## src/rtl/mult_div_unit_if.sv

```systemverilog
// Request/response bundle between the core datapath and the multiply/divide unit.
// The core drives the request side and reads the busy, done, result and HI/LO side.
interface mult_div_unit_if #(
   parameter int WIDTH = 32
);
   logic             i_start;
   logic [5:0]       i_aluControl;
   logic [WIDTH-1:0] i_op1;
   logic [WIDTH-1:0] i_op2;
   logic             o_busy;
   logic             o_done;
   logic [WIDTH-1:0] o_result;
   logic [WIDTH-1:0] o_hi;
   logic [WIDTH-1:0] o_lo;

   modport master (
      output i_start, i_aluControl, i_op1, i_op2,
      input  o_busy, o_done, o_result, o_hi, o_lo
   );

   modport slave (
      input  i_start, i_aluControl, i_op1, i_op2,
      output o_busy, o_done, o_result, o_hi, o_lo
   );
endinterface

```

## src/rtl/mult_div_unit.sv

```systemverilog
// Iterative shift-add multiplier / restoring divider that owns the MIPS HI/LO registers.
// Mul/div takes WIDTH+1 clocks under o_busy; MTHI/MTLO commit in the same cycle; MFHI/MFLO are combinational.
module mult_div_unit #(
   parameter int WIDTH = 32
) (
   input  logic            i_clk,
   input  logic            i_rst,
   mult_div_unit_if.slave  bus
);
   localparam int CW = (WIDTH > 1) ? $clog2(WIDTH) : 1;
   localparam logic [CW-1:0] LAST = CW'(WIDTH - 1);

   localparam logic [5:0] OP_MULT  = 6'b011000;
   localparam logic [5:0] OP_MULTU = 6'b011001;
   localparam logic [5:0] OP_DIV   = 6'b011010;
   localparam logic [5:0] OP_DIVU  = 6'b011011;
   localparam logic [5:0] OP_MFHI  = 6'b010000;
   localparam logic [5:0] OP_MTHI  = 6'b010001;
   localparam logic [5:0] OP_MFLO  = 6'b010010;
   localparam logic [5:0] OP_MTLO  = 6'b010011;

   typedef enum logic [1:0] {IDLE, RUN, FIX} state_t;

   state_t             state, state_next;
   logic [CW-1:0]      cnt;
   logic [2*WIDTH-1:0] acc;
   logic [WIDTH-1:0]   opnd;
   logic [WIDTH-1:0]   orig_op1;
   logic [WIDTH-1:0]   hi, lo;
   logic               is_div, sign1, sign2, div_zero, done;

   logic               accept_md, write_hi, write_lo;
   logic               code_signed, code_div;
   logic [WIDTH-1:0]   mag1, mag2;

   always_ff @(posedge i_clk or posedge i_rst) begin
      if (i_rst) state <= IDLE;
      else       state <= state_next;
   end

   always_comb begin
      state_next = state;
      accept_md  = 1'b0;
      write_hi   = 1'b0;
      write_lo   = 1'b0;
      case (state)
         IDLE: begin
            if (bus.i_start) begin
               case (bus.i_aluControl)
                  OP_MULT, OP_MULTU, OP_DIV, OP_DIVU: begin
                     accept_md  = 1'b1;
                     state_next = RUN;
                  end
                  OP_MTHI: write_hi = 1'b1;
                  OP_MTLO: write_lo = 1'b1;
                  default: ;
               endcase
            end
         end
         RUN:     if (cnt == LAST) state_next = FIX;
         FIX:     state_next = IDLE;
         default: state_next = IDLE;
      endcase
   end

   assign code_signed = (bus.i_aluControl == OP_MULT) || (bus.i_aluControl == OP_DIV);
   assign code_div    = (bus.i_aluControl == OP_DIV)  || (bus.i_aluControl == OP_DIVU);
   assign mag1 = (code_signed && bus.i_op1[WIDTH-1]) ? -bus.i_op1 : bus.i_op1;
   assign mag2 = (code_signed && bus.i_op2[WIDTH-1]) ? -bus.i_op2 : bus.i_op2;

   // Multiply: acc = {partial product, remaining multiplier bits}, shifted right each step.
   logic [WIDTH:0]     mul_sum;
   logic [2*WIDTH-1:0] mul_next;
   assign mul_sum  = {1'b0, acc[2*WIDTH-1:WIDTH]} + {1'b0, (acc[0] ? opnd : '0)};
   assign mul_next = {mul_sum, acc[WIDTH-1:1]};

   // Divide: acc = {remainder, dividend bits shifting out / quotient bits shifting in}.
   logic [WIDTH:0]     div_shift;
   logic [WIDTH-1:0]   div_diff;
   logic               div_ge;
   logic [2*WIDTH-1:0] div_next;
   assign div_shift = acc[2*WIDTH-1:WIDTH-1];
   assign div_ge    = div_shift >= {1'b0, opnd};
   assign div_diff  = div_shift[WIDTH-1:0] - opnd;
   assign div_next  = div_ge ? {div_diff, acc[WIDTH-2:0], 1'b1}
                             : {div_shift[WIDTH-1:0], acc[WIDTH-2:0], 1'b0};

   logic [2*WIDTH-1:0] prod_fix;
   logic [WIDTH-1:0]   quo_fix, rem_fix;
   assign prod_fix = (sign1 ^ sign2) ? -acc : acc;
   assign quo_fix  = (sign1 ^ sign2) ? -acc[WIDTH-1:0] : acc[WIDTH-1:0];
   assign rem_fix  = sign1 ? -acc[2*WIDTH-1:WIDTH] : acc[2*WIDTH-1:WIDTH];

   always_ff @(posedge i_clk or posedge i_rst) begin
      if (i_rst) begin
         cnt      <= '0;
         acc      <= '0;
         opnd     <= '0;
         orig_op1 <= '0;
         hi       <= '0;
         lo       <= '0;
         is_div   <= 1'b0;
         sign1    <= 1'b0;
         sign2    <= 1'b0;
         div_zero <= 1'b0;
         done     <= 1'b0;
      end else begin
         done <= 1'b0;
         case (state)
            IDLE: begin
               if (accept_md) begin
                  cnt      <= '0;
                  is_div   <= code_div;
                  sign1    <= code_signed & bus.i_op1[WIDTH-1];
                  sign2    <= code_signed & bus.i_op2[WIDTH-1];
                  div_zero <= code_div && (bus.i_op2 == '0);
                  orig_op1 <= bus.i_op1;
                  if (code_div) begin
                     acc  <= {{WIDTH{1'b0}}, mag1};
                     opnd <= mag2;
                  end else begin
                     acc  <= {{WIDTH{1'b0}}, mag2};
                     opnd <= mag1;
                  end
               end
               if (write_hi) hi <= bus.i_op1;
               if (write_lo) lo <= bus.i_op1;
               if (write_hi || write_lo) done <= 1'b1;
            end
            RUN: begin
               acc <= is_div ? div_next : mul_next;
               cnt <= cnt + 1'b1;
            end
            FIX: begin
               done <= 1'b1;
               if (!is_div) begin
                  hi <= prod_fix[2*WIDTH-1:WIDTH];
                  lo <= prod_fix[WIDTH-1:0];
               end else if (div_zero) begin
                  // Signed or not, a zero divisor reports the raw dividend and an all-ones quotient.
                  hi <= orig_op1;
                  lo <= '1;
               end else begin
                  hi <= rem_fix;
                  lo <= quo_fix;
               end
            end
            default: ;
         endcase
      end
   end

   assign bus.o_busy   = (state != IDLE);
   assign bus.o_done   = done;
   assign bus.o_hi     = hi;
   assign bus.o_lo     = lo;
   assign bus.o_result = (bus.i_aluControl == OP_MFHI) ? hi :
                         (bus.i_aluControl == OP_MFLO) ? lo : '0;
endmodule

```

## src/flat_wrapper.sv

```systemverilog
// flat-port wrapper written by rule: the top's interface ports become plain ports
module mult_div_unit_flat 
#(
   parameter int WIDTH = 32
)
  (i_clk, i_rst, bus_i_start, bus_i_aluControl, bus_i_op1, bus_i_op2, bus_o_busy, bus_o_done, bus_o_result, bus_o_hi, bus_o_lo);
  mult_div_unit_if #(.WIDTH(WIDTH)) bus_i ();
  input  logic i_clk;
  input  logic i_rst;
  input wire logic [$bits(bus_i.i_start)-1:0] bus_i_start;
  input wire logic [$bits(bus_i.i_aluControl)-1:0] bus_i_aluControl;
  input wire logic [$bits(bus_i.i_op1)-1:0] bus_i_op1;
  input wire logic [$bits(bus_i.i_op2)-1:0] bus_i_op2;
  output wire logic [$bits(bus_i.o_busy)-1:0] bus_o_busy;
  output wire logic [$bits(bus_i.o_done)-1:0] bus_o_done;
  output wire logic [$bits(bus_i.o_result)-1:0] bus_o_result;
  output wire logic [$bits(bus_i.o_hi)-1:0] bus_o_hi;
  output wire logic [$bits(bus_i.o_lo)-1:0] bus_o_lo;
  assign bus_i.i_start = bus_i_start;
  assign bus_i.i_aluControl = bus_i_aluControl;
  assign bus_i.i_op1 = bus_i_op1;
  assign bus_i.i_op2 = bus_i_op2;
  assign bus_o_busy = bus_i.o_busy;
  assign bus_o_done = bus_i.o_done;
  assign bus_o_result = bus_i.o_result;
  assign bus_o_hi = bus_i.o_hi;
  assign bus_o_lo = bus_i.o_lo;
  mult_div_unit #(.WIDTH(WIDTH)) u_core (.i_clk(i_clk), .i_rst(i_rst), .bus(bus_i));
endmodule
```

## config.mk

```make
export PLATFORM = sky130hd
export DESIGN_NAME = mult_div_unit_flat
export DESIGN_NICKNAME = d
export VERILOG_FILES = /design/src/rtl/mult_div_unit_if.sv /design/src/rtl/mult_div_unit.sv /design/src/flat_wrapper.sv
export SDC_FILE = /design/constraint.sdc
export NUM_CORES = 1
export LEC_CHECK = 0
export CORE_ASPECT_RATIO = 1.2
export CORE_MARGIN = 2
export CORE_UTILIZATION = 25
export CTS_CLUSTER_SIZE = 25
export DETAILED_ROUTE_END_ITERATION = 6
export PLACE_DENSITY = 0.38
export REMOVE_ABC_BUFFERS = 1
export SYNTH_ARGS = -nofsm -noshare
export SYNTH_HDL_FRONTEND = slang
export SYNTH_SLANG_ARGS = --single-unit
```

## constraint.sdc

```tcl
create_clock -name i_clk -period 9 [get_ports i_clk]
set_input_delay 1.35 -clock i_clk [delete_from_list [all_inputs] [get_ports i_clk]]
set_output_delay 1.35 -clock i_clk [all_outputs]
set_load 0.03 [all_outputs]
```

# Word-level counts from Yosys, hierarchy flattened

Cells that the tools add are included.

Mux-type cells: 39
Bitwise logic cells: 3
Equal/unequal tests: 17
Reductions and logical operators: 17
$add $sub $neg: 8
Order comparisons: 1

Operator list:

| cell                | count |
|---|---|
| $mux 32             | 15 |
| $mux 64             | 4 |
| $neg 32->32         | 4 |
| $pmux 32 s2         | 2 |
| $pmux 64 s2         | 1 |
| $neg 64->64         | 1 |
| $eq 6x5->1 const B  | 8 |
| $add 32x32->33      | 1 |
| $ge 33x32->1        | 1 |
| $logic_not 32->1    | 1 |
| $sub 32x32->32      | 1 |
| $mux 1              | 10 |
| $pmux 5 s2          | 1 |
| $ne 2x1->1 const B  | 4 |
| $reduce_and 2->1    | 4 |
| $mux 2              | 3 |
| $reduce_bool 2->1   | 3 |
| $add 5x1->5 const B | 1 |
| $eq 5x5->1 const B  | 1 |
| $mux 5              | 1 |
| $ne 2x2->1 const B  | 2 |
| $pmux 2 s2          | 1 |
| $reduce_or 4->1     | 1 |
| $logic_and 1x1->1   | 3 |
| other kinds (8)     | 11 |

Register bits: 204
Word-level logic and storage cells: 97
Input bits: 73
Output and inout port bits: 98

# Depth between registers and ports, before layout

Gate-level depths: netlist of run 1.

Depth in word-level cells: 7
Depth in mapped cells: 16
Mapped depth without buffers: 14

# Least setup slack after synthesis of run 1

No wires, ideal clock.

Path type: input-to-output
From: input port bus_i_aluControl[4]
To: output port bus_o_result[10]
Slack: 4.922 ns
Data required time: 7.650 ns
Path buffers: 1
Data arrival time: 2.728 ns
Cell stages on the path: 5
Cell sequence: nor2b_1 > nand2_1 > nor4_1 > clkbuf_1 > a22o_1

Cells in the longest elaborated chain, start to end: 3
Elaborated cells between the ends (all ways): 4
Those cells by class: eq/ne: 2; mux: 2

Ends and longest elaborated chain:

| item        | RTL line             | RTL |
|---|---|---|
| from (decl) | flat_wrapper.sv:11   | `input wire logic [$bits(bus_i.i_aluControl)-1:0] bus_i_aluControl;` |
| $eq 6x5->1  | mult_div_unit.sv:158 | `(bus.i_aluControl == OP_MFLO) ? lo : '0;` |
| $mux 32     | mult_div_unit.sv:158 |  |
| $mux 32 *   | mult_div_unit.sv:157 | `assign bus.o_result = (bus.i_aluControl == OP_MFHI) ? hi :` |
| to (decl)   | flat_wrapper.sv:16   | `output wire logic [$bits(bus_i.o_result)-1:0] bus_o_result;` |

Every way passes the cells marked *; elsewhere a longest branch is shown, timed or not.

# Worst setup path after layout of run 1

From: input port bus_i_aluControl[4]
To: output port bus_o_result[2]

Same word-level chain as after synthesis.

==> out/qor.txt, run 1 <==
Status: completed
Hold_buf cts: 0
Buffer count from post-CTS setup fixing: 0
Yosys warning count: 0
Non-filler instance count after layout: 3271
Num CTS Buffers: 27
I/O pin cnt: 171
Largest net degree at the start of global routing: 110
Area Growth Syn to Fin: 19.9%
Gpl congestion: 0.873
DR pass1 iterations: 5
Synth cell count leaders: nand2_1 (369), dfrtp_1 (204), nor2_1 (193)
Relative slew slack: 17.6%
Post-Place Cells: 3224
DR vias: 17.0k
Row count: 106
Die Area: 0.0719 mm²
Critical path cell sequence: clkdlybuf4s50_1 -> nor2b_1 -> nand2_1 -> nor4_2 -> buf_4 -> a22o_1 -> clkdlybuf4s50_1
Vias in the first global route: 17.0k
# DRC: 0
Critical-path top delay cell: nor4_2
Antenna violations before repair: 1
Post-detail-place hpwl: 55900 µm
Max Clk Rate: 0.169 GHz
First-pass GRT wire length: 112000 µm
P_leak: 8.39 nW
PortBufs: 170
Total negative slack: 0 ns
Slew @ Worst Pin: 1.23 ns
Final worst-path cycle share: 65.7%
CTS tree: yes
Final hold vios: 0
Die Ht: 293 µm
VDD IR max: 141 µV
Core ar.: 0.0694 mm²
Die W: 245 µm
Vias per Instance: 5.21
Post-synth EDFFs: 0
Biggest area consumer among synthesized cells: dfrtp_1
Routed len/inst: 22.9 µm
Final setup vio count: 0
NumNets Final: 2480
WS Path Type: in -> out
Total grt overflow: 0
Gr usage total: 20.3%
WP data required: 7.65 ns
Setup crit start: bus_i_aluControl[4]
Synthesized cell area: 0.0174 mm²
Share of layout cells above drive strength 1: 5.27%
Top cell type's share of synthesized area: 29.3%
PnR Total Power: 0.00663 W
Most frequent cell after synthesis: nand2_1
Unrepaired setup endpoints after global routing: no
Synth Instances: 2272
Clock Tree Buf Depth: 3
Post-synthesis sequential area ratio: 29.3%
Worst-path clk slew: 0.06 ns
Final Max Tran Viols: 0
Crit path time final: 5.91 ns
Area after DPL: 0.0200 mm²
Tightest Hold Check Type: reg -> reg
Max Cap Violations: 0
Initial Utilization: 25.1%
Clock tree sinks: 204
Most frequent CP cell: clkdlybuf4s50_1
Startpoint Class: input pin
Fill cells: 7389
Unique masters post-synth: 71
Synth Flop Type: dfrtp_1
H-tree levels: 1
Hold Slack: 0.474 ns
Post-synth ARST share: 100%
Reg-to-Reg Start: u_core.acc[0]
Power density over the cells: 317 mW/mm²
Initial DRC count: 1059
Synthesized flop and latch total: 204
Worst skew pair latency: 0.57 ns
Final wirelength: 74800 µm
Synth area leaders: dfrtp_1 (29%), nand2_1 (7.9%), xnor2_1 (5.9%)
Worst Hold Launch: u_core.orig_op1[6]
CP Max Fanout: 21
Antenna Violating Nets Remaining: 0
Antenna Cells: 0
Design area: 0.0209 mm²
Crit end category: output port
CTS-repair resized insts: 0
CP arrival: 4.56 ns
Syn avg cell area: 7.67 µm²
Max incr delay on CP: 0.90 ns
Clock skew: 0.0154 ns
Clock tree root driver cell: clkbuf_16
## sequential cells by signal, summed over array words and instances, names as in the netlist
| name | cells |
|---|---|
| u_core.cnt | 5 |
| u_core.div_zero | 1 |
| u_core.orig_op1 | 32 |
| u_core.opnd | 32 |
| u_core.sign2 | 1 |
| u_core.bus.o_hi | 32 |
| u_core.is_div | 1 |
| u_core.sign1 | 1 |
| u_core.acc | 64 |
| u_core.bus.o_done | 1 |
| u_core.state | 2 |
| u_core.bus.o_lo | 32 |
## cell families (layout without fill, tap and decap cells)
| group | Yosys count | count (layout) | share of synthesized area (%) |
|---|---|---|---|
| xor gates and xnor gates | 203 | 203 | 10.2 |
| buffers and inverters | 246 | 327 | 5.39 |
| DFF | 204 | 204 | 29.3 |
| and+or+nand+nor | 789 | 789 | 20.3 |
| AOI/OAI and AO/OA | 670 | 670 | 24.5 |
| muxes | 88 | 88 | 5.12 |
| adders and majority gates | 72 | 72 | 5.25 |
## cell type report
cell class | count | area [µm²] | share of cell area [%]
Clock buffer | 40 | 795 | 3.80
Sequential cell | 204 | 5110 | 24.4
Tap cell | 918 | 1150 | 5.50
Multi-Input combinational cell | 1822 | 11500 | 54.9
Timing Repair Buffer | 203 | 1960 | 9.39
Clock inverter | 7 | 115 | 0.551
Inverter | 77 | 297 | 1.42
## worst max-delay path: cells and delay by family
kind            cells  cell delay, ns
compound gates      1            0.21
buf+inv             3            1.61
simple gates        3            1.34
## worst paths after layout
path                       slack, ns  depth (start not counted)                   to
max                             3.09                          7      bus_o_result[2]
min                             0.47                          2   u_core.orig_op1[6]
max reg2reg                     4.58                         14       u_core.acc[61]
min reg2reg                     0.47                          2   u_core.orig_op1[6]
max in group asynchronous       6.21                          3      u_core.opnd[21]
min in group asynchronous       1.34                          2  u_core.bus.o_lo[26]
## metal layers
| layer | GRT usage, % | vias to the layer above | part of all wire [%] |
|---|---|---|---|
| li1 | - | 8202 | - |
| met1 | 27.1 | 8367 | 46 |
| met2 | 35.1 | 371 | 48 |
| met3 | 1.35 | 91 | 3.1 |
| met4 | 5.80 | 0 | 2.8 |
| met5 | 0 | - | 0 |
## placed cells by master (no fill, tap or decap), types with 6 or more instances in the layout
cell type / count
nand2b_1: 11
a211oi_1: 47
nor3_1: 40
a22o_1: 37
nor2_1: 190
mux2i_1: 78
a22oi_1: 7
o41ai_1: 9
xor2_1: 84
o21a_1: 9
nor3b_1: 6
ha_1: 70
or3_1: 19
clkbuf_8: 7
inv_1: 75
nand4_1: 15
dfrtp_1: 203
clkbuf_16: 27
xnor2_1: 117
o31ai_1: 16
a21o_1: 26
clkbuf_1: 6
a21oi_1: 173
nand2_1: 369
o21ai_0: 173
nor4_1: 15
nor2b_1: 8
a31oi_1: 36
nand3_1: 53
o21ai_1: 12
mux2_2: 10
clkdlybuf4s50_1: 170
or4_1: 12
and2_1: 6
buf_4: 32
o211ai_1: 43
a32oi_1: 33
and3_1: 9
a31o_2: 6
## power by group
| part | switching [W] | leakage [nW] | internal, W |
|---|---|---|---|
| registers | 0.000528 | 2.47 | 0.00120 |
| clock network | 0.000461 | 0.441 | 0.000690 |
| logic | 0.00217 | 5.48 | 0.00158 |
## metrics by stage
| stage | worst slack, ns | utilization, % |
|---|---|---|
| global placement | 3.25 | 28.8 |
| finish | 3.09 | 30.1 |
| floorplan | 0.656 | - |
| CTS | 3.14 | 30.1 |
| detailed placement | 3.15 | 28.8 |
| global route | 2.92 | 30.1 |
(Power assumes the default switching activity.)
==> run 2, diff against run 1 <==
- PLACE_DENSITY: 0.38 -> 0.4
- clock period: 9 -> 5.2 ns (I/O delays scaled with it)
==> run 2 against run 1 <==
Clock power is 51% higher. Hold slack hardly changed. Count of clock-buffer cells in the layout is 4 lower. Wire length is 0.83% lower. Cell count is 0.43% higher. Utilization is 0.056 points higher. Critical path depth is 7 higher. Non-clock buffer count is 22 higher. Sequential cell count stayed put. Sequential share of layout area hardly changed. First-iteration DRC count is 4.2% higher. Clock skew hardly changed. Largest cell class unchanged. Largest power group unchanged.
==> out/qor.txt, run 2 (synthesized netlist as in run 1, its figures left out) <==
Antenna violations before repair: 0 (-1)
Fill cells: 7394 (+0.068%)
Area of the multi-input gates: 0.0115 mm² (about the same)
Met3 usage: 1.55% (+0.20 points)
H-tree levels: 1 (unchanged)
Startpoint Class: flop
Initial DRC count: 1104 (+4.2%)
Antenna Violating Nets Remaining: 0 (unchanged)
Worst-path clk slew: 0.06 ns (about the same)
Initial Utilization: 25.1% (unchanged)
Reg-to-Reg Start: u_core.acc[0]
Place WS: 0.813 ns (-2.33 ns)
DR vias: 17.2k (+0.90%)
FF+latch area: 0.00511 mm² (unchanged)
M2 GR Usage: 34.6% (-0.49 points)
Clock skew: 0.0151 ns (-0.000307 ns)
PortBufs: 170 (unchanged)
Max reg flops: 64 (unchanged)
Hold_buf cts: 0 (unchanged)
Area Growth Syn to Fin: 20.1%
Tightest Hold Check Type: reg -> reg
CP arrival: 4.60 ns (+0.04 ns)
Max Clk Rate: 0.240 GHz
Max Cap Violations: 0 (unchanged)
Num CTS Buffers: 25 (-7.4%)
Final hold vios: 0 (unchanged)
Worst R2R Setup Slack: 1.04 ns (-3.54 ns)
Most frequent cells in the layout: nand2_1 (369), dfrtp_1 (203), nor2_1 (190)
Antenna Cells: 0 (unchanged)
WS Path Type: reg -> reg
NumNets Final: 2500 (+0.81%)
DR pass1 iterations: 5 (unchanged)
Power density over the cells: 538 mW/mm² (+70%)
Status: completed
Clock tree sinks: 204 (unchanged)
Final setup vio count: 0 (unchanged)
Gr busiest metal: met2
Clock Tree Buf Depth: 3 (unchanged)
CTS-repair resized insts: 0 (unchanged)
Crit end category: flop
Worst min-delay path endpoint: u_core.orig_op1[24]
Die Area: 0.0719 mm² (unchanged)
Die Ht: 293 µm (unchanged)
P_leak: 8.44 nW (+0.58%)
Reg-to-Reg End: u_core.acc[61]
Total grt overflow: 0 (unchanged)
Post-detail-place hpwl: 56100 µm (+0.40%)
Hold depth: 2 (unchanged)
I/O pin cnt: 171 (unchanged)
Register-to-Register Path Depth: 14 (unchanged)
CP Max Fanout: 9 (-57%)
Core ar.: 0.0694 mm² (unchanged)
Share of layout cells above drive strength 1: 5.83% (+0.56 points)
Unrepaired setup endpoints after global routing: no
Commonest non-fill, non-tap cell in the layout: nand2_1
Worst Hold Launch: u_core.orig_op1[24]
Die W: 245 µm (unchanged)
Routed len/inst: 22.6 µm (-1.2%)
Final wirelength: 74200 µm (-0.83%)
Area after DPL: 0.0202 mm² (+0.95%)
Final worst-path cycle share: 80.0%
First-pass GRT wire length: 112000 µm (+0.27%)
Vias in the first global route: 17.0k (+0.22%)
VDD IR max: 244 µV (+73%)
Design area: 0.0209 mm² (+0.19%)
Buffer count from post-CTS setup fixing: 0 (unchanged)
Worst Slack Setup Final: 1.04 ns (-2.05 ns)
CTS tree: yes
# DRC: 0 (unchanged)
Non-filler instance count after layout: 3285 (+0.43%)
Gpl congestion: 0.883 (+1.1%)
Gr usage total: 20.3% (-0.053 points)
Final Max Tran Viols: 0 (unchanged)
Top reg by flops: u_core.acc
WP data required: 5.64 ns (-2.01 ns)
Row count: 106 (unchanged)
Largest net degree at the start of global routing: 113 (+2.7%)
Slew @ Worst Pin: 1.08 ns (-0.153 ns)
Vias per Instance: 5.23 (+0.47%)
Worst skew pair latency: 0.56 ns (about the same)
M1 GR Usage: 27.0% (-0.12 points)
Post-Place Cells: 3246 (+0.68%)
Clock tree root driver cell: clkbuf_16
Crit path time final: 4.16 ns
Relative slew slack: 27.7% (+10 points)
-- run 2: how the worst max path moves through the flow --
| stage | startpoint | to | slack (ns) | cells past startpoint |
|---|---|---|---|---|
| finish | u_core.acc[0] | u_core.acc[61] | 1.04 | 14 |
| CTS | u_core.acc[0] | u_core.acc[61] | 0.99 | 14 |
| global route | u_core.acc[0] | u_core.acc[61] | 0.76 | 14 |
| floorplan | bus_i_aluControl[2] | u_core.acc[56] | -2.57 | 6 |
| detailed placement | bus_i_op2[4] | u_core.acc[29] | 0.81 | 11 |
| global placement | bus_i_op2[4] | u_core.acc[29] | 0.89 | 11 |
-- run 2: routing by layer --
metal,wire (µm),share of wire [%]
met5,0,0
met4,2190,2.9
met3,2670,3.6
met2,35800,48
met1,33500,45
-- run 2: final cells by class --
type                    count  area share, %
clock buffers              36           3.42
clock inverters             3          0.203
inverters                  77           1.42
multi-input cells        1822           54.9
flip-flops and latches    204           24.4
well taps                 918           5.48
repair buffers            225           10.2
-- run 2: metrics by stage --
stage	hold WS, ns	utilization (%)	total power (W)	TNS [ns]
after floorplan	0.440	-	0.00749	-336.16
after global placement	0.458	29.1	0.00948	0
after detailed placement	0.460	29.1	0.00953	0
after CTS	0.481	30.2	0.0113	0
after global routing	0.504	30.2	0.0122	0
final	0.474	30.2	0.0113	0
-- run 2: worst max-delay path, cell delays in order, from the launching register on --
cell,delay [ns]
dfrtp_1,0.54
and2_1,0.19
ha_1,0.19
inv_1,0.07
fa_1,0.40
nor2b_1,0.17
o2111ai_1,0.22
a211o_1,0.38
and4_1,0.21
o21ai_1,0.37
o21ai_0,0.28
o31ai_1,0.41
a21oi_1,0.14
xnor2_1,0.14
a221o_1,0.31
-- run 2: report_power, final --
group / switching (W) / internal (W) / total (W) / leakage, nW
Combinational: 0.00384 / 0.00278 / 0.00662 / 5.60
Clock: 0.000752 / 0.000991 / 0.00174 / 0.369
Sequential: 0.000823 / 0.00209 / 0.00291 / 2.47
==> run 3, diff against run 2 <==
- PLACE_DENSITY: 0.4 -> 0.38
- clock period: 5.2 -> 4.3 ns (I/O delays scaled with it)
==> run 3 against run 2 <==
Non-clock buffer count is 44 higher. Worst setup slack worse by 0.66 ns. Sequential cell count stayed put. Register-to-register slack worse by 0.66 ns. Cell count is 1.7% higher. Global-route usage is 0.62 points higher.
==> out/qor.txt, run 3 (synthesized netlist as in run 1, its figures left out) <==
Status: completed
Worst skew pair latency: 0.56 ns (about the same)
Slew @ Worst Pin: 1.21 ns (+0.128 ns)
Post-detail-place hpwl: 59000 µm (+5.2%)
Vias in the first global route: 17.0k (unchanged)
Core ar.: 0.0694 mm² (unchanged)
Final setup vio count: 0 (unchanged)
Top reg by flops: u_core.acc
Die Ht: 293 µm (unchanged)
WS Path Type: reg -> reg
Worst-path clk slew: 0.07 ns (about the same)
Antenna Violating Nets Remaining: 0 (unchanged)
Initial Utilization: 25.1% (unchanged)
Area of the multi-input gates: 0.0115 mm² (-0.15%)
Largest net degree at the start of global routing: 75 (-34%)
Routed len/inst: 23.0 µm (+1.9%)
Final worst-path cycle share: 91.2% (+11 points)
FF+latch area: 0.00511 mm² (unchanged)
Crit end category: flop
P_leak: 8.74 nW (+3.5%)
Initial DRC count: 1076 (-2.5%)
Clock Tree Buf Depth: 3 (unchanged)
CTS tree: yes
Gr usage total: 20.9% (+0.62 points)
Max Cap Violations: 0 (unchanged)
Clock tree root driver cell: clkbuf_16
Gpl congestion: 0.840 (-4.9%)
Unrepaired setup endpoints after global routing: no
PortBufs: 170 (unchanged)
Row count: 106 (unchanged)
Vias per Instance: 5.17 (-1.2%)
First-pass GRT wire length: 114000 µm (+2.2%)
Relative slew slack: 19.5% (-8.2 points)
Buffer count from post-CTS setup fixing: 0 (unchanged)
Switching power: 0.00673 W (+24%)
NumNets Final: 2545 (+1.8%)
Power density over the cells: 660 mW/mm² (+23%)
WP data required: 4.74 ns (-0.90 ns)
Pint: 0.00742 W (+27%)
Tightest Hold Check Type: reg -> reg
Area Growth Syn to Fin: 22.9%
Commonest non-fill, non-tap cell in the layout: nand2_1
Fill cells: 7384 (-0.14%)
Reg power frac: 24.1% (-1.7 points)
Clock tree sinks: 204 (unchanged)
PnR Total Power: 0.0141 W (+25%)
H-tree levels: 1 (unchanged)
DR pass1 iterations: 6 (+1)
VDD IR max: 320 µV (+31%)
Max reg flops: 64 (unchanged)
Num CTS Buffers: 26 (+4.0%)
Antenna violations before repair: 1 (+1)
Die Area: 0.0719 mm² (unchanged)
Hold_buf cts: 0 (unchanged)
Total negative slack: 0 ns (unchanged)
I/O pin cnt: 171 (unchanged)
CP arrival: 4.37 ns (-0.23 ns)
Sw Ratio: 47.5% (-0.49 points)
Clk network pwr share: 16.4% (+0.9 points)
Post-route core utilization: 30.9% (+0.71 points)
CTS-repair resized insts: 0 (unchanged)
Max Clk Rate: 0.255 GHz (+6.1%)
Hold Slack: 0.477 ns (+0.00330 ns)
Total grt overflow: 0 (unchanged)
Final Max Tran Viols: 0 (unchanged)
Share of layout cells above drive strength 1: 8.10% (+2.3 points)
DR vias: 17.3k (+0.48%)
Logic pwr share: 59.5% (+0.8 points)
Startpoint Class: flop
Final wirelength: 76800 µm (+3.6%)
# DRC: 0 (unchanged)
Clock skew: 0.0110 ns (-0.00404 ns)
CP Max Fanout: 3 (-6)
Final hold vios: 0 (unchanged)
Die W: 245 µm (unchanged)
Crit path time final: 3.92 ns (-0.239 ns)
Most frequent cells in the layout: nand2_1 (369), dfrtp_1 (203), nor2_1 (190)
## run 3: changes by cell type in the layout (fill, tap and decap cells not counted), sizes merged
cell           change
bufinv             +2
buf               +53
clkinv             +4
diode              +3
clkbuf             +1
clkdlybuf4s50      -9
clkinvlp           +1
## run 3: layout make-up
type | instances | share of cell area, %
sequential | 204 | 23.8
inverter | 77 | 1.38
antenna | 3 | 0.0350
tap | 918 | 5.36
clock inverter | 10 | 0.607
timing repair buffer | 269 | 11.8
clock buffer | 37 | 3.42
multi-input combinational | 1822 | 53.5
## run 3: worst paths after layout
path,startpoint,to,slack [ns],depth (start not counted)
worst max-delay path,u_core.opnd[0],u_core.acc[61],0.38,14
worst min-delay path,u_core.orig_op1[25],u_core.orig_op1[25],0.48,2
worst max register to register,u_core.opnd[0],u_core.acc[61],0.38,14
worst min register to register,u_core.orig_op1[25],u_core.orig_op1[25],0.48,2
min in group asynchronous,i_rst,u_core.bus.o_lo[21],0.56,2
max in group asynchronous,i_rst,u_core.is_div,2.81,3
## run 3: power groups by stage
| stage | logic, W | registers, W | clock network, W |
|---|---|---|---|
| 2_1_floorplan | 0.00566 | 0.00340 | 0 |
| 3_3_place_gp | 0.00837 | 0.00343 | 0 |
| 3_5_place_dp | 0.00840 | 0.00344 | 0 |
| 4_1_cts | 0.00844 | 0.00340 | 0.00237 |
| 5_1_grt | 0.00935 | 0.00351 | 0.00245 |
| 6_report | 0.00842 | 0.00341 | 0.00231 |
## run 3: stage by stage
| stage | std cells | setup slack, ns | area [µm²] |
|---|---|---|---|
| after global placement | 3290 | 0.464 | 20600 |
| final | 3340 | 0.379 | 21400 |
| after detailed placement | 3290 | 0.414 | 20600 |
| after CTS | 3337 | 0.419 | 21400 |
| after floorplan | 2103 | -3.34 | 16800 |
| after global routing | 3337 | 0.234 | 21400 |
## run 3: critical path, stage by stage (launching register included)
cell and delay (ns):
dfrtp_1 0.40, and2_1 0.15, ha_1 0.19, inv_1 0.07, fa_1 0.41, nor2b_1 0.17, o2111ai_1 0.23, a211o_1 0.38
and4_1 0.21, o21ai_1 0.29, o21ai_0 0.26, o31ai_1 0.44, a21oi_1 0.14, xnor2_1 0.14, a221o_1 0.32
## run 3: metal layers
layer	routed length (µm)	global-route usage (%)	vias to the layer above
met4	1340	4.45	0
met5	0	0	-
met2	37100	36.0	377
met3	2690	1.30	55
met1	35700	28.6	8482
li1	-	-	8353
